==> config.mk <==
export PLATFORM = sky130hd
export DESIGN_NAME = fetch_controller
export DESIGN_NICKNAME = d
export VERILOG_FILES = /design/src/rtl/fetch_controller.sv
export SDC_FILE = /design/constraint.sdc
export NUM_CORES = 1
export LEC_CHECK = 0
export CAP_MARGIN = 25
export CORE_ASPECT_RATIO = 0.8
export CORE_UTILIZATION = 48
export CTS_BUF_LIST = sky130_fd_sc_hd__clkbuf_8 sky130_fd_sc_hd__clkbuf_16
export DETAILED_ROUTE_END_ITERATION = 6
export PLACE_DENSITY_LB_ADDON = 0.15
export SLEW_MARGIN = 20
export SYNTH_ARGS = -nofsm -noshare
export SYNTH_HDL_FRONTEND = slang
export SYNTH_SLANG_ARGS = --single-unit
==> constraint.sdc <==
create_clock -name clk -period 4.2 [get_ports clk]
set_clock_uncertainty 0.15 [all_clocks]
set_input_delay 0.84 -clock clk [delete_from_list [all_inputs] [get_ports clk]]
set_output_delay 0.84 -clock clk [all_outputs]
set_load 0.01 [all_outputs]
==> src/rtl/fetch_controller.sv <==
// Instruction fetch unit: PC register, 2-entry {inst, pc} FIFO toward decode, and a
// program-memory port shared by redirect, debug reads and sequential fetch.
module fetch_controller #(
  parameter int                    DATA_WIDTH = 32,
  parameter logic [DATA_WIDTH-1:0] RESET_PC   = '0
) (
  input  logic                  clk,
  input  logic                  reset,
  output logic [DATA_WIDTH-1:0] mem_address,
  input  logic [DATA_WIDTH-1:0] mem_instruction,
  output logic                  inst_valid,
  input  logic                  inst_ready,
  output logic [DATA_WIDTH-1:0] inst_data,
  output logic [DATA_WIDTH-1:0] inst_pc,
  input  logic                  redirect_valid,
  input  logic [DATA_WIDTH-1:0] redirect_pc,
  input  logic                  halt,
  input  logic                  dbg_req,
  input  logic [DATA_WIDTH-1:0] dbg_addr,
  output logic                  dbg_ack,
  output logic [DATA_WIDTH-1:0] dbg_data,
  output logic                  halted
);

  typedef enum logic {ST_RUN, ST_HALTED} state_t;

  state_t                r_state;
  logic [DATA_WIDTH-1:0] r_pc;
  logic [1:0]            r_count;
  logic [DATA_WIDTH-1:0] r_fifo_inst [2];
  logic [DATA_WIDTH-1:0] r_fifo_pc   [2];
  logic                  r_dbg_ack;
  logic [DATA_WIDTH-1:0] r_dbg_data;

  logic w_pop;
  logic w_dbg;
  logic w_fetch;

  // Entry 0 is always the head; the FIFO shifts toward it on a pop.
  assign inst_valid = (r_count != 2'd0);
  assign inst_data  = r_fifo_inst[0];
  assign inst_pc    = r_fifo_pc[0];
  assign dbg_ack    = r_dbg_ack;
  assign dbg_data   = r_dbg_data;
  assign halted     = (r_state == ST_HALTED);

  // Port priority: redirect > debug > fetch. A redirect cycle uses the port for nothing.
  always_comb begin
    w_pop       = inst_valid && inst_ready;
    w_dbg       = dbg_req && !redirect_valid;
    w_fetch     = (r_state == ST_RUN) && !halt && !redirect_valid && !dbg_req &&
                  ((r_count != 2'd2) || w_pop);
    mem_address = w_dbg ? dbg_addr : r_pc;
  end

  // NOTE: all state uses non-blocking assignments so every register samples pre-edge values.
  always_ff @(posedge clk) begin
    if (reset) begin
      r_state    <= ST_RUN;
      r_pc       <= RESET_PC;
      r_count    <= 2'd0;
      r_dbg_ack  <= 1'b0;
      r_dbg_data <= '0;
      // NOTE: FIFO storage is reset because its head drives inst_data/inst_pc directly.
      for (int i = 0; i < 2; i++) begin
        r_fifo_inst[i] <= '0;
        r_fifo_pc[i]   <= '0;
      end
    end else begin
      r_state   <= halt ? ST_HALTED : ST_RUN;
      r_dbg_ack <= w_dbg;
      if (w_dbg) r_dbg_data <= mem_instruction;

      if (redirect_valid) begin
        r_pc    <= redirect_pc;
        r_count <= 2'd0;
      end else begin
        if (w_fetch) r_pc <= r_pc + DATA_WIDTH'(4);
        case ({w_fetch, w_pop})
          2'b10: begin
            r_fifo_inst[r_count[0]] <= mem_instruction;
            r_fifo_pc[r_count[0]]   <= r_pc;
            r_count                 <= r_count + 2'd1;
          end
          2'b01: begin
            r_fifo_inst[0] <= r_fifo_inst[1];
            r_fifo_pc[0]   <= r_fifo_pc[1];
            r_count        <= r_count - 2'd1;
          end
          2'b11: begin
            if (r_count == 2'd2) begin
              r_fifo_inst[0] <= r_fifo_inst[1];
              r_fifo_pc[0]   <= r_fifo_pc[1];
              r_fifo_inst[1] <= mem_instruction;
              r_fifo_pc[1]   <= r_pc;
            end else begin
              r_fifo_inst[0] <= mem_instruction;
              r_fifo_pc[0]   <= r_pc;
            end
          end
          default: ;
        endcase
      end
    end
  end

endmodule

==> flow_summary.toml <==
[run_status]
status = "complete, no violations"

[logic_synthesis]
yosysWarnings = 0
yosysTopAreaCellShare_pct = 45.5
synth_area_leaders = "edfxtp_1 (45%), dfxtp_1 (16%), nand2_1 (8.0%), a22o_1 (6.6%), and2_1 (5.0%)"
ys_top_cells_by_count = "nand2_1 (180), edfxtp_1 (128), dfxtp_1 (68)"
syn_nets = 887
synth_seq_cells = 196
synth_top_area_cell = "edfxtp_1"
yosys.cell_count.top_type = "nand2_1"
synth-async-reset-ratio_pct = 0
synth_cell_types = 52
syn_inst = 784
syn_avg_cell_area_sq_um = 10.8
yosysSeqAreaShare_pct = 61.6
synthFlopType = "edfxtp_1"
synth_edf_count = 128
synth_area_sq_mm = 0.00845

[detailed_routing]
wirelength_mm = 21.8
via_per_inst = 5.42
drcViolationCount = 0
first_pass_iters = 5
ant_nets = 0
vias = 6623
dr.first_iter.drc_count = 383
wl_per_cell_um = 17.8

[worst_setup_path]
start_kind = "input port"
arrival_ps = 2800
worst-path-max-fanout = 40
path_class = "in2out"
cp-end-kind = "output port"
required_ps = 3210

[clock_network]
hold_buffers = 0
post_cts_buffers = 0
cts_max_level = 4
cts-root-buf = "clkbuf_16"
cts_tree = "yes"
numCtsBuffers = 17
ctsResizeCount = 0
clk_pin_slew_ps = 70
numClockSinks = 196
clk_latency_ps = 430
clk_path_buf_depth = 2

[placed_design]
hpwl_mm = 14.5
port_buffers = 232
place.gp.congestion = 0.804

[cells_and_area]
final_nets = 1092
num_antenna_cells = 0
drive_gt1_share_pct = 6.19
fillers = 1288
area_delta_synth_final_pct = 36.9
fin_util_pct = 68.6

[timing]
rsz0062_at_grt = "false"
worstMarginPinSlew_ps = 923
min_period_over_period_pct = 90.3
fmaxAchievable_mhz = 264
final_hold_viol_count = 0
finalSetupViolations = 0
max_slew_margin_pct = 37.9
tns_ps = 0
maxSlewViolCount = 0
period_minus_slack_ps = 3790

[floorplanning]
core_sq_mm = 0.0169
die_x_um = 150
die_y_um = 121
pin_count = 233
start_util_pct = 50.1
die_area_sq_mm = 0.0181
rows = 42

[global_route]
overflow = 0
grt_max_degree = 65
grt_use_total_pct = 24.6
grt_first_pass_wirelength_mm = 33.9
antenna_found_initial = 0
grt_pass1_vias = 6299

[pwr]
p_sw_mw = 1.04
seqPwrFrac_pct = 51.3
clkPwrFrac_pct = 37.3
ir_drop_v = 0.000326
pwr_density_cell_mw_per_mm2 = 370
p_int_mw = 3.23
pwr-share-comb_pct = 11.4
swShare_pct = 24.4
leakagePower_nw = 4.24

[min_path]
min_path_type = "reg2reg"

[job]
maxCapViolations = 0
-- state kept, by name (all words and copies together), names as in the netlist --
signal       cells
dbg_ack          1
r_count          2
r_fifo_inst     64
r_fifo_pc       64
r_pc            32
dbg_data        32
halted           1
-- stage by stage --
step	hold slack (ps)	setup WS (ps)	std cells	instance area (sq um)	power [mW]
6_report	305	409	1222	11600	4.28
4_1_cts	306	411	1222	11600	4.30
2_1_floorplan	331	208	784	8450	2.41
3_3_place_gp	292	447	1190	11000	2.72
5_1_grt	320	304	1222	11600	4.43
3_5_place_dp	296	412	1190	11000	2.73
-- routing by layer --
| layer | vias up | part of all wire, % | track usage, % |
|---|---|---|---|
| li1 | 3205 | - | - |
| met1 | 3180 | 44 | 33.1 |
| met2 | 217 | 46 | 37.8 |
| met3 | 21 | 8.5 | 8.79 |
| met4 | 0 | 1.1 | 6.19 |
| met5 | - | 0 | 0 |
-- logic make-up after synthesis --
group | count (synthesis) | share of synthesized area (%)
multiplexers | 5 | 0.622
XOR/XNOR | 16 | 1.66
flip-flops | 196 | 61.6
adder cells (fa/ha/maj) | 1 | 0.148
AND/OR/NAND/NOR | 339 | 19.2
buffers and inverters | 67 | 3.29
AO/OA/AOI/OAI | 160 | 13.5
-- area by class of cell --
type	instances	area [sq um]	share of cell area, %
Clock buffer	17	425	3.68
Clock inverter	15	151	1.31
Inverter	5	18.8	0.162
Multi-Input combinational cell	521	3020	26.1
Sequential cell	196	5200	45.0
Tap cell	220	275	2.38
Timing Repair Buffer	248	2470	21.4
-- critical path: stages --
cell and delay, ps:
clkdlybuf4s50_1 610, nor2b_4 370, buf_12 240, nand2_1 70
o21ai_0 70, clkdlybuf4s50_1 550
-- cells in the final DEF (no fill, tap or decap), types with 5 or more instances in the layout --
master,synthesis,final
a31oi_1,8,8
a22o_1,64,64
a211oi_1,13,12
inv_1,5,7
xnor2_1,11,11
nor3_1,8,8
dfxtp_1,68,68
inv_8,0,5
buf_4,1,13
clkbuf_16,0,17
nand2_1,180,179
a21oi_1,46,45
edfxtp_1,128,128
clkdlybuf4s50_1,0,231
o21ai_0,9,9
nand4_1,9,9
and2_1,67,67
nand3_1,17,17
xor2_1,5,5
or3_1,6,5
nor2_1,29,29
-- power groups by stage --
stage               registers [mW]  logic [mW]  clock network, mW
detailed placement            2.24       0.489                  0
CTS                           2.20       0.492               1.61
floorplan                     2.24       0.168                  0
global route                  2.21       0.526               1.69
finish                        2.20       0.488               1.59
global placement              2.24       0.484                  0
-- path summary, 6_finish.rpt --
| path | slack (ps) | from | depth (start not counted) | to |
|---|---|---|---|---|
| worst max-delay path | 410 | dbg_req | 6 | mem_address[12] |
| worst min-delay path | 300 | dbg_data[14]$_SDFFE_PP0P_ | 2 | dbg_data[14]$_SDFFE_PP0P_ |
| worst max register to register | 1670 | r_pc[2]$_SDFFE_PP0N_ | 6 | r_pc[30]$_SDFFE_PP0N_ |
| worst min register to register | 300 | dbg_data[14]$_SDFFE_PP0P_ | 2 | dbg_data[14]$_SDFFE_PP0P_ |
Power figures use the tool's default switching activity.
